File: config.mk
export PLATFORM = sky130hd
export DESIGN_NAME = register_file_multiport
export DESIGN_NICKNAME = d
export VERILOG_FILES = /design/src/rtl/register_file_multiport.sv
export SDC_FILE = /design/constraint.sdc
export NUM_CORES = 1
export LEC_CHECK = 0
export BUFFER_PORTS_ARGS = -buffer_cell sky130_fd_sc_hd__buf_2
export CAP_MARGIN = 0
export CORE_MARGIN = 4
export CORE_UTILIZATION = 54
export DETAILED_ROUTE_END_ITERATION = 8
export PLACE_DENSITY = 0.72
export SETUP_SLACK_MARGIN = 0.4
export SYNTH_ARGS = -nofsm -noshare
export SYNTH_HDL_FRONTEND = slang
export SYNTH_SLANG_ARGS = --single-unit
File: constraint.sdc
create_clock -name clk -period 2.55 [get_ports clk]
set_input_delay 0.3825 -clock clk [delete_from_list [all_inputs] [get_ports clk]]
set_output_delay 0.3825 -clock clk [all_outputs]
set_load 0.01 [all_outputs]
File: src/rtl/register_file_multiport.sv
// rtl/register_file_multiport.sv - multiport register file with r0 hardwired to zero and a post-reset clear engine
// Optional feature macro: REGFILE_FORWARDING_EN (read-after-write bypass from the write stage)
module register_file_multiport #(
    parameter int WIDTH    = 16,
    parameter int DEPTH    = 16,
    parameter int RD_PORTS = 2
) (
    input  logic                          clk,
    input  logic                          reset,
    input  logic [WIDTH-1:0]              d,
    input  logic                          n_load,
    input  logic [$clog2(DEPTH)-1:0]      d_sel,
    input  logic [RD_PORTS*$clog2(DEPTH)-1:0] rd_sel,
    input  logic [RD_PORTS-1:0]           rd_en,
    output logic [RD_PORTS*WIDTH-1:0]     rd_data,
    output logic                          busy
);

    localparam int SEL_W = $clog2(DEPTH);

    typedef enum logic {
        ST_CLEAR = 1'b0,
        ST_RUN   = 1'b1
    } state_t;

    state_t             state;
    state_t             state_nxt;
    logic [SEL_W-1:0]   clr_idx;
    logic               clr_we;

    logic               ws_v;
    logic [SEL_W-1:0]   ws_sel;
    logic [WIDTH-1:0]   ws_d;

    // r0 has no storage; it is synthesised as a constant zero in the read mux
    logic [WIDTH-1:0]   regs [1:DEPTH-1];

    // FSM state register; reset always restarts the clear sequence
    always_ff @(posedge clk or posedge reset) begin
        if (reset) begin
            state <= ST_CLEAR;
        end else begin
            state <= state_nxt;
        end
    end

    // Clear index walks r1..r(DEPTH-1), one register per edge
    always_ff @(posedge clk or posedge reset) begin
        if (reset) begin
            clr_idx <= SEL_W'(1);
        end else if (state == ST_CLEAR) begin
            clr_idx <= clr_idx + SEL_W'(1);
        end
    end

    // Next state: leave CLEAR on the edge that clears the last register
    always_comb begin
        state_nxt = state;
        if (state == ST_CLEAR && clr_idx == SEL_W'(DEPTH - 1)) begin
            state_nxt = ST_RUN;
        end
    end

    // FSM outputs: busy and clear write strobe both follow the CLEAR state
    always_comb begin
        busy   = (state == ST_CLEAR);
        clr_we = (state == ST_CLEAR);
    end

    // Write stage capture; r0 writes and writes during CLEAR never become valid
    always_ff @(posedge clk or posedge reset) begin
        if (reset) begin
            ws_v   <= 1'b0;
            ws_sel <= '0;
            ws_d   <= '0;
        end else if (state == ST_RUN) begin
            ws_v   <= !n_load && (d_sel != '0);
            ws_sel <= d_sel;
            ws_d   <= d;
        end else begin
            ws_v   <= 1'b0;
        end
    end

    // Storage update: clear engine has priority, otherwise commit the write stage
    always_ff @(posedge clk) begin
        if (clr_we) begin
            regs[clr_idx] <= '0;
        end else if (ws_v) begin
            regs[ws_sel] <= ws_d;
        end
    end

    // Combinational read mux; disabled ports, r0 and the CLEAR phase all read zero
    always_comb begin
        rd_data = '0;
        for (int k = 0; k < RD_PORTS; k++) begin
            if (!busy && rd_en[k] && rd_sel[k*SEL_W +: SEL_W] != '0) begin
                rd_data[k*WIDTH +: WIDTH] = regs[rd_sel[k*SEL_W +: SEL_W]];
`ifdef REGFILE_FORWARDING_EN
                if (ws_v && rd_sel[k*SEL_W +: SEL_W] == ws_sel) begin
                    rd_data[k*WIDTH +: WIDTH] = ws_d;
                end
`else
`endif
            end
        end
    end

endmodule

==> impl_results.md, run 1 <==
* Outcome: finished, violations left
* Violated checks: negative setup slack
* Number of buffers and inverters on the critical path at 3
* Length of the first detailed-routing pass in iterations at 5
* Clk_lat worst skew at 530 ps
* Slew Viols, Final at 0
* Number of vias after detailed routing at 7339
* Die Ht at 159 µm
* Sort of element at the end of the critical path: output pin
* CTS clock-pin slew for the worst setup and hold paths at 60 ps
* Maximum number of pins on one net before global-route repair at 34
* Maximum clock rate at roughly 0.37 GHz
* Leakage Power at approximately 5.4 nW
* Dpl ws at between 100 and 150 ps
* Vias in the first global route at between 7000 and 8000
* Total congestion overflow at 0
* Cell at the root of the clock tree: sky130_fd_sc_hd__clkbuf_16
* PnR Total Power at around 9.5 mW
* Gpl congestion at 0.817
* Syn Std Cell Area at around 0.012 mm²
* Layout Nets at 814
* Total Die Area at roughly 0.025 mm²
* Fin crit period at 2690 ps
* Std-Cell Rows at 54
* Most common cell after layout, fill and taps aside: sky130_fd_sc_hd__edfxtp_1
* Number of flops mapped to enable cells by yosys at 240
* CTS tree: yes
* Wire length of the first global-routing pass at 46500 µm
* Mean area per synthesized cell at approximately 18 µm²
* Synth cell types at 33
* Cell count after synthesis at 672
* Antenna viol nets, final at 0
* Crit-path max FO at 5
* Final WS setup at -143 ps
* Data required time at the worst endpoint at about 2200 ps
* Count of final hold-check violations at 0
* Data arrival at the endpoint of the critical path at 2310 ps
* Area of combinational cells with multiple inputs at 0.00421 mm²
* Highest-count cells in the layout ignoring fill and taps: 240 x sky130_fd_sc_hd__edfxtp_1, 96 x sky130_fd_sc_hd__mux4_2, 64 x sky130_fd_sc_hd__buf_2
* Share of flip-flops with an asynchronous set or reset after synthesis at 9.77%
* Maximum number of buffers from clock root to sink at 3
* Worst path max stage delay at 520 ps
* Number of remaining DRC errors at 0
* Post-route standard cell area excluding fillers at between 0.01 and 0.015 mm²
* Total cell area at the placement stage at 0.0132 mm²
* Critical path's slowest cell: sky130_fd_sc_hd__or4_4
* Post-detailed-routing wire length at between 30000 and 40000 µm
* Ordered list of cells on the worst path: nand2_1, or4_4, buf_4, clkbuf_16, o211ai_1, buf_2
* Worst Setup Start Kind: register
* Area taken by flip-flops and latches at 0.00786 mm²
* Number of antenna violations at the first check in global routing at 0
* Final clock period utilization by the worst path at 106%
* Worst-margin pin slew at 964 ps
* Avg Vias per Cell at 6.80
* Area growth syn-to-layout at 17.2%
* Crit Path Class: register to output pin
* Number of DRC violations after detailed-routing iteration 0 at 666
* Buffers on Ports at between 60 and 70
* Die boundary width at 159 µm
* Layout Skew at ~5.9 ps
* Maximum capacitance violations at 0
* Layout filler cell count at 1458
* Core area at 0.0221 mm²
* Flip-flop and latch count after synthesis at between 200 and 300
* Number of buffers added by the clock tree synthesis step at 28
* Final setup fails at 22
* Normalized max-slew margin at between 30% and 40%
* Starting utilization of the core area at 55.6%
* I/O pin cnt at 66
* Layout cell share with drive strength beyond 1 at 42.1%
* Antenna fix cells at 0
* Overall routing resource usage at 23.9%
* Predominant post-synthesis flop cell: sky130_fd_sc_hd__edfxtp_1
* YS warnings at 0
* Number of levels the H-tree was split into at 1
* Post-layout util at 65.2%
* Sequential-to-total area share from yosys stat at a little under two thirds
* Sinks on Clock Net at approximately 270
* Half-perimeter wire length after placement at 19600 µm
* Power Dens Cells at 657 mW/mm²
* Kind of cell with the highest combined delay on the critical path: simple AND/OR/NAND/NOR gates
* Wirelength per Cell at 28.9 µm
* Syn Nets at 706
* Worst hold path class: input port to async pin
* RSZ-0062 raised after global routing: true
* Worst voltage drop across the vdd grid at 584 µV
## synthesized netlist by cell type, types with 6 or more instances
cell type | count | area share [%]
sky130_fd_sc_hd__and4b_1 | 6 | 0.49
sky130_fd_sc_hd__a31oi_1 | 6 | 0.31
sky130_fd_sc_hd__o211ai_1 | 32 | 2.0
sky130_fd_sc_hd__nor2_1 | 18 | 0.55
sky130_fd_sc_hd__mux2i_1 | 32 | 2.6
sky130_fd_sc_hd__clkbuf_1 | 15 | 0.46
sky130_fd_sc_hd__dfrtp_1 | 25 | 5.1
sky130_fd_sc_hd__mux4_2 | 96 | 18
sky130_fd_sc_hd__mux2_2 | 53 | 4.9
sky130_fd_sc_hd__nand2_1 | 37 | 1.1
sky130_fd_sc_hd__buf_2 | 23 | 0.94
sky130_fd_sc_hd__and3_1 | 16 | 0.81
sky130_fd_sc_hd__a22oi_1 | 32 | 2.0
sky130_fd_sc_hd__buf_6 | 6 | 0.55
sky130_fd_sc_hd__edfxtp_1 | 240 | 59
## state kept, by name, summed over array words and instances, names as in the netlist
| signal | count |
|---|---|
| clr_idx | 4 |
| regs | 240 |
| state | 1 |
| ws_d | 16 |
| ws_sel | 4 |
| ws_v | 1 |
## repair_timing
action | in CTS | in global routing
pin swaps | 19 | 17
hold buffers | 1 | 0
resized for setup | 24 | 9
cloned | 0 | 2
endpoints found under the setup margin | 59 | 88
buffers inserted | 8 | 4
endpoints found under the hold margin | 1 | 0
## path summary, 6_finish.rpt
kind	end	slack, ps	from	cells past startpoint
max in group asynchronous	state	1830	reset	2
worst min-delay path	ws_d[6]	70	reset	2
min in group clk	ws_d[5]	80	d[5]	2
worst max-delay path	rd_data[14]	-140	state	6
worst max register to register	regs[13][12]	460	state	7
worst min register to register	ws_d[9]	500	ws_d[9]	1
## power breakdown
group / switching (mW) / total [mW] / internal (mW)
Sequential: 0.0144 / 4.81 / 4.79
Combinational: 0.380 / 0.673 / 0.293
Clock: 1.63 / 3.98 / 2.36
Total: 2.02 / 9.46 / 7.44
## metrics by stage
| stage | hold WS (ps) | setup TNS [ps] | instances |
|---|---|---|---|
| after floorplan | 422 | 0 | 672 |
| after global placement | 484 | 0 | 1015 |
| after detailed placement | 494 | 0 | 1015 |
| after CTS | 66.5 | -184 | 1073 |
| after global routing | 73.1 | -2630 | 1079 |
| final | 66.9 | -1120 | 1079 |
## worst register-to-register path, stage by stage, from the launching register on
cell,delay [ps]
sky130_fd_sc_hd__dfrtp_2,440
sky130_fd_sc_hd__buf_4,160
sky130_fd_sc_hd__buf_2,180
sky130_fd_sc_hd__buf_4,170
sky130_fd_sc_hd__and4_1,140
sky130_fd_sc_hd__a31oi_1,350
sky130_fd_sc_hd__nor2_1,150
sky130_fd_sc_hd__buf_4,230
## routing by layer
metal  track usage (%)  wire length, µm  vias to the layer above
met5              1.52               37                        -
met4              5.96              743                        2
met3              5.05             2990                       61
met2              40.6            15800                      402
met1              32.0            11600                     3844
li1                  -                -                     3030
## cell families (layout without fill, tap and decap cells)
family,count (synthesis),after routing,synth area share [%]
muxes,181,181,25.1
DFF,266,266,63.9
xor gates and xnor gates,3,3,0.214
buffers and inverters,57,184,2.49
adders and majority gates,1,1,0.102
and+or+nand+nor,92,92,3.86
AOI/OAI and AO/OA,72,72,4.33
## area by class of cell
| class | instances | share of cell area (%) |
|---|---|---|
| Clock buffer | 32 | 5.12 |
| Clock inverter | 17 | 1.10 |
| Inverter | 4 | 0.104 |
| Multi-Input combinational cell | 349 | 29.2 |
| Sequential cell | 266 | 54.6 |
| Tap cell | 280 | 2.43 |
| Timing Repair Buffer | 131 | 7.44 |
No activity file was read; power rests on OpenSTA's default activity.
==> inputs of run 2 (changes only) <==
- CORE_MARGIN: 4 -> 2
- SETUP_SLACK_MARGIN: 0.4 -> unset
==> impl_results.md, run 2 (synthesized netlist as in run 1, its figures left out) <==
* Half-perimeter wire length after placement at 19400 µm (-1.1%)
* Worst path max stage delay at 500 ps (-20 ps)
* Layout cell share with drive strength beyond 1 at 40.0% (-2.1 points)
* Int Power at 7.20 mW (-3.2%)
* Number of antenna violations at the first check in global routing at 0 (unchanged)
* Clock power share at 40.7% (-1.4 points)
* Cell at the root of the clock tree: sky130_fd_sc_hd__clkbuf_16
* Gate power share at 7.0% (about the same)
* Sort of element at the end of the critical path: output pin
* Maximum number of buffers from clock root to sink at 3 (unchanged)
* Power Dens Cells at 651 mW/mm² (-0.93%)
* Total Die Area at 0.0240 mm² (-5.0%)
* Area growth syn-to-layout at 14.9%
* Number of remaining DRC errors at 0 (unchanged)
* Wire length of the first global-routing pass at 46300 µm (-0.30%)
* Ordered list of cells on the worst path: nand2_1, or4_4, buf_12, o211ai_1, buf_2
* Total congestion overflow at 0 (unchanged)
* Final WS setup at -99.6 ps (+43.3 ps)
* Length of the first detailed-routing pass in iterations at 5 (unchanged)
* Final clock period utilization by the worst path at 104% (-1.7 points)
* Starting utilization of the core area at 54.6% (-1.0 points)
* Layout Nets at 799 (-1.8%)
* Post-detailed-routing wire length at 30800 µm (-1.3%)
* Leakage Power at 5.24 nW (-2.2%)
* Count of final hold-check violations at 0 (unchanged)
* Number of levels the H-tree was split into at 1 (unchanged)
* Inst Count DP at 1014 (-0.099%)
* Antenna fix cells at 0 (unchanged)
* Antenna viol nets, final at 0 (unchanged)
* Clk_lat worst skew at 530 ps (about the same)
* Buffers on Ports at 65 (unchanged)
* Critical path's slowest cell: sky130_fd_sc_hd__or4_4
* Largest registers: regs (240), ws_d (16)
* Data arrival at the endpoint of the critical path at 2270 ps (-40 ps)
* Slew Viols, Final at 0 (unchanged)
* Number of buffers added by the clock tree synthesis step at 27 (-3.6%)
* Die Ht at 155 µm (-2.5%)
* PnR Total Power at 9.19 mW (-2.9%)
* Std-Cell Rows at 55 (+1.9%)
* Data required time at the worst endpoint at 2170 ps (about the same)
* Highest-count cells in the layout ignoring fill and taps: 240 x sky130_fd_sc_hd__edfxtp_1, 96 x sky130_fd_sc_hd__mux4_2, 63 x sky130_fd_sc_hd__buf_2
* Most common cell after layout, fill and taps aside: sky130_fd_sc_hd__edfxtp_1
* Normalized max-slew margin at 32.8% (-2.8 points)
* FF-to-FF path depth at 6 (-1)
* Layout Skew at 8.29 ps (+2.42 ps)
* Crit Path Class: register to output pin
* Avg Vias per Cell at 6.76 (-0.56%)
* Maximum capacitance violations at 0 (unchanged)
* Wirelength per Cell at 28.8 µm (-0.45%)
* Worst-margin pin slew at 1010 ps (+42.6 ps)
* Worst hold path class: input port to async pin
* Flip-flop count of the largest register, all copies and words added at 240 (unchanged)
* CTS clock-pin slew for the worst setup and hold paths at 60 ps (about the same)
* RSZ-0062 raised after global routing: true
* Maximum clock rate at 0.377 GHz (+1.6%)
* Worst Setup Start Kind: register
* Outcome: finished, violations left
* Vias in the first global route at 7522 (-3.4%)
* Gpl congestion at 0.820 (+0.40%)
* Sinks on Clock Net at 266 (unchanged)
* Post-layout util at 62.8% (-2.4 points)
* Switch share at 21.7% (+0.28 points)
* Number of vias after detailed routing at 7237 (-1.4%)
* Maximum number of pins on one net before global-route repair at 55 (+62%)
* Fin crit period at 2650 ps (-43.3 ps)
* Post-route non-filler standard cell count at 1070 (-0.83%)
* Number of DRC violations after detailed-routing iteration 0 at 733 (+10%)
* Fraction of power consumed by sequential logic at 52.3% (+1.5 points)
* Crit-path max FO at 14 (+9)
* Layout filler cell count at 1554 (+6.6%)
* Worst voltage drop across the vdd grid at 554 µV (-5.2%)
* Most flop-heavy register: regs
* Violated checks: negative setup slack
* Total cell area at the placement stage at 0.0132 mm² (about the same)
* Post-route standard cell area excluding fillers at 0.0141 mm² (-1.9%)
* CTS tree: yes
* I/O pin cnt at 66 (unchanged)
* Overall routing resource usage at 26.2% (+2.3 points)
* Die boundary width at 155 µm (-2.5%)
* Psw at 1.99 mW (-1.6%)
* Final setup fails at 6 (-73%)
* Core area at 0.0225 mm² (+1.9%)
## run 2: changes by cell type in the layout (fill, tap and decap cells not counted), moves of 3 or more
cell / change
sky130_fd_sc_hd__clkinv_2: +5
sky130_fd_sc_hd__clkinv_1: -7
sky130_fd_sc_hd__clkbuf_1: +5
sky130_fd_sc_hd__nor2_1: +4
sky130_fd_sc_hd__buf_4: -9
sky130_fd_sc_hd__and4b_2: +4
sky130_fd_sc_hd__a22oi_2: -7
sky130_fd_sc_hd__clkbuf_8: +3
sky130_fd_sc_hd__a22oi_1: +7
sky130_fd_sc_hd__clkbuf_16: -3
## run 2: metal layers
metal  vias to the layer above  routed length (µm)  GRT usage (%)
li1                       3006                   -              -
met1                      3786               12000           35.6
met2                       377               15200           42.4
met3                        68                2690           6.57
met4                         0                 917           8.47
met5                         -                   0              0
## run 2: per-stage QoR
step | setup TNS [ps] | setup slack (ps) | hold slack, ps
2_1_floorplan | 0 | 419 | 422
3_3_place_gp | 0 | 176 | 482
3_5_place_dp | 0 | 168 | 489
4_1_cts | -245 | -69.2 | 70.8
5_1_grt | -971 | -126 | 75.5
6_report | -202 | -99.6 | 82.8
## run 2: final timing paths
kind                               from          to  slack [ps]
max in group asynchronous         reset       state        1780
worst max register to register    state  regs[3][2]         100
worst min register to register  ws_d[2]     ws_d[2]         500
min in group clk                   d[2]     ws_d[2]          80
worst min-delay path              reset     ws_d[8]          80
worst max-delay path              state  rd_data[1]        -100
## run 2: layout make-up
| cell class | count | area [µm²] | share of cell area, % |
|---|---|---|---|
| timing repair buffer | 117 | 922 | 6.53 |
| sequential | 266 | 7860 | 55.7 |
| tap | 285 | 357 | 2.53 |
| clock inverter | 11 | 81.3 | 0.576 |
| inverter | 4 | 15.0 | 0.106 |
| multi-input combinational | 349 | 4140 | 29.3 |
| clock buffer | 38 | 747 | 5.29 |
## run 2: worst max-delay path, delay by kind of cell (launching register included)
kind,cells,cell delay (ps)
compound gates,1,340
buf+inv,2,370
flops,1,440
simple gates,2,580
## run 2: timing repair
item | in CTS | in global routing
setup buffers | 6 | 0
hold endpoints to repair | 1 | 0
resized for setup | 10 | 4
hold buffers | 1 | 0
endpoints found under the setup margin | 32 | 25
pin swaps | 3 | 11
## run 2: power by group through the flow
stage | sequential (mW) | combinational, mW | clock [mW]
after floorplan | 4.89 | 0.406 | 0
after global placement | 4.89 | 0.622 | 0
after CTS | 4.81 | 0.647 | 3.78
after global routing | 4.81 | 0.689 | 3.94
final | 4.81 | 0.647 | 3.74
after detailed placement | 4.90 | 0.637 | 0
==> inputs of run 3 (changes only) <==
- TNS_END_PERCENT: unset -> 5
==> impl_results.md, run 3 (synthesized netlist as in run 1, its figures left out) <==
* Start of the worst register-to-register path: state
* Vias in the first global route at 7498 (-0.32%)
* Worst-margin pin slew at 1010 ps (-0.322 ps)
* Largest registers: regs (240), ws_d (16)
* Layout cell share with drive strength beyond 1 at 39.8% (-0.20 points)
* Dpl ws at 168 ps (unchanged)
* Crit Path Class: register to output pin
* Worst voltage drop across the vdd grid at 551 µV (-0.47%)
* Slew Viols, Final at 0 (unchanged)
* Die boundary width at 155 µm (unchanged)
* Total congestion overflow at 0 (unchanged)
* Sinks on Clock Net at 266 (unchanged)
* Die Ht at 155 µm (unchanged)
* Std-Cell Rows at 55 (unchanged)
* Outcome: finished, violations left
* Sort of element at the end of the critical path: output pin
* Count of final hold-check violations at 0 (unchanged)
* Kind of cell with the highest combined delay on the critical path: simple AND/OR/NAND/NOR gates
* Layout Skew at 9.57 ps (+1.28 ps)
* Overall routing resource usage at 26.2% (about the same)
* Violated checks: negative setup slack
* Area growth syn-to-layout at 14.7%
* Number of antenna violations at the first check in global routing at 0 (unchanged)
* Power Dens Cells at 651 mW/mm² (about the same)
* Cell at the root of the clock tree: sky130_fd_sc_hd__clkbuf_16
* Total Die Area at 0.0240 mm² (unchanged)
* Highest-count cells in the layout ignoring fill and taps: 240 x sky130_fd_sc_hd__edfxtp_1, 96 x sky130_fd_sc_hd__mux4_2, 63 x sky130_fd_sc_hd__buf_2
* Number of vias after detailed routing at 7240 (+0.041%)
* Depth of the critical timing path with buffers and inverters included at 5 (unchanged)
* Flip-flop count of the largest register, all copies and words added at 240 (unchanged)
* CTS tree: yes
* Worst Setup Start Kind: register
* Number of DRC violations after detailed-routing iteration 0 at 696 (-5.0%)
* Starting utilization of the core area at 54.6% (unchanged)
* Maximum clock rate at 0.379 GHz (+0.38%)
* Maximum number of buffers from clock root to sink at 3 (unchanged)
* Number of remaining DRC errors at 0 (unchanged)
* Critical path's slowest cell: sky130_fd_sc_hd__or4_4
* Post-route standard cell area excluding fillers at 0.0141 mm² (-0.17%)
* Final WS setup at -89.6 ps (+9.98 ps)
* Normalized max-slew margin at 32.9% (about the same)
* Clk_lat worst skew at 530 ps (about the same)
* Buffers on Ports at 65 (unchanged)
* Fin crit period at 2640 ps (-9.98 ps)
* Crit-path max FO at 14 (unchanged)
* Worst hold path class: input port to async pin
* Number of buffers and inverters on the critical path at 2 (unchanged)
* FF-to-FF path depth at 6 (unchanged)
* Number of levels the H-tree was split into at 1 (unchanged)
* Avg Vias per Cell at 6.77 (+0.14%)
* Capture instance of the worst register-to-register path: regs[3][12]
* Gpl congestion at 0.820 (unchanged)
* Wirelength per Cell at 28.7 µm (-0.11%)
* Data arrival at the endpoint of the critical path at 2260 ps (about the same)
* CTS clock-pin slew for the worst setup and hold paths at 60 ps (about the same)
* Most common cell after layout, fill and taps aside: sky130_fd_sc_hd__edfxtp_1
* Antenna fix cells at 0 (unchanged)
* Leakage Power at 5.23 nW (-0.24%)
* Maximum number of pins on one net before global-route repair at 55 (unchanged)
* I/O pin cnt at 66 (unchanged)
* Most flop-heavy register: regs
* Post-detailed-routing wire length at 30700 µm (-0.20%)
* Total cell area at the placement stage at 0.0132 mm² (unchanged)
* Data required time at the worst endpoint at 2170 ps (about the same)
* Core area at 0.0225 mm² (unchanged)
* Final setup fails at 5 (-1)
* Ordered list of cells on the worst path: nand2_1, or4_4, buf_12, o211ai_1, buf_2
* Layout Nets at 798 (-0.13%)
* Number of buffers added by the clock tree synthesis step at 27 (unchanged)
* Setup TNS Final at -205 ps (-3.49 ps)
* Wire length of the first global-routing pass at 46400 µm (about the same)
* Final clock period utilization by the worst path at 104% (-0.39 points)
* RSZ-0062 raised after global routing: true
* Half-perimeter wire length after placement at 19400 µm (unchanged)
* Antenna viol nets, final at 0 (unchanged)
* Worst path max stage delay at 500 ps (about the same)
* Length of the first detailed-routing pass in iterations at 5 (unchanged)
* Maximum capacitance violations at 0 (unchanged)
* Register-to-register path setup slack at 100 ps (about the same)
## run 3: cell types whose count changed in the layout (fill, tap and decap cells not counted), sizes merged
cell and delta:
buf -1
## run 3: cell type report
type	instances	area, µm²
tap	285	357
fill	1560	8400
sequential	266	7860
clock inverter	11	81.3
clock buffer	38	747
timing repair buffer	116	902
multi-input combinational	349	4140
inverter	4	15.0
## run 3: worst max-delay path by stage
stage | slack (ps) | from | endpoint
after floorplan | 420 | state | regs[14][0]
after global placement | 180 | rd_sel[0] | rd_data[5]
after detailed placement | 170 | rd_sel[0] | rd_data[5]
after CTS | -70 | state | rd_data[1]
after global routing | -120 | state | rd_data[5]
final | -90 | state | rd_data[1]
## run 3: power by group
group,total (mW),switching [mW],internal (mW)
clock network,3.73,1.59,2.13
logic,0.643,0.369,0.274
registers,4.81,0.0147,4.79
## run 3: timing repair
| item | in CTS | in global routing |
|---|---|---|
| gates resized for setup | 7 | 3 |
| pin swaps | 7 | 13 |
| gates cloned | 0 | 0 |
| buffers inserted | 5 | 0 |
| endpoints found under the hold margin | 1 | 0 |
| endpoints found under the setup margin | 32 | 28 |
| hold buffers | 1 | 0 |
## run 3: metal layers
metal	GRT usage, %	up-vias	part of all wire [%]
met3	6.27	67	9.1
met5	0	-	0
met4	8.42	0	2.9
li1	-	2999	-
met2	42.3	396	50
met1	35.9	3778	38
## run 3: metrics by stage
| stage | power [mW] | utilization [%] | hold slack, ps | cells |
|---|---|---|---|---|
| detailed placement | 5.53 | 58.7 | 489 | 1014 |
| global placement | 5.52 | 58.7 | 482 | 1014 |
| CTS | 9.23 | 62.6 | 70.8 | 1069 |
| floorplan | 5.30 | - | 422 | 672 |
| finish | 9.18 | 62.7 | 82.9 | 1069 |
| global route | 9.44 | 62.7 | 75.7 | 1069 |
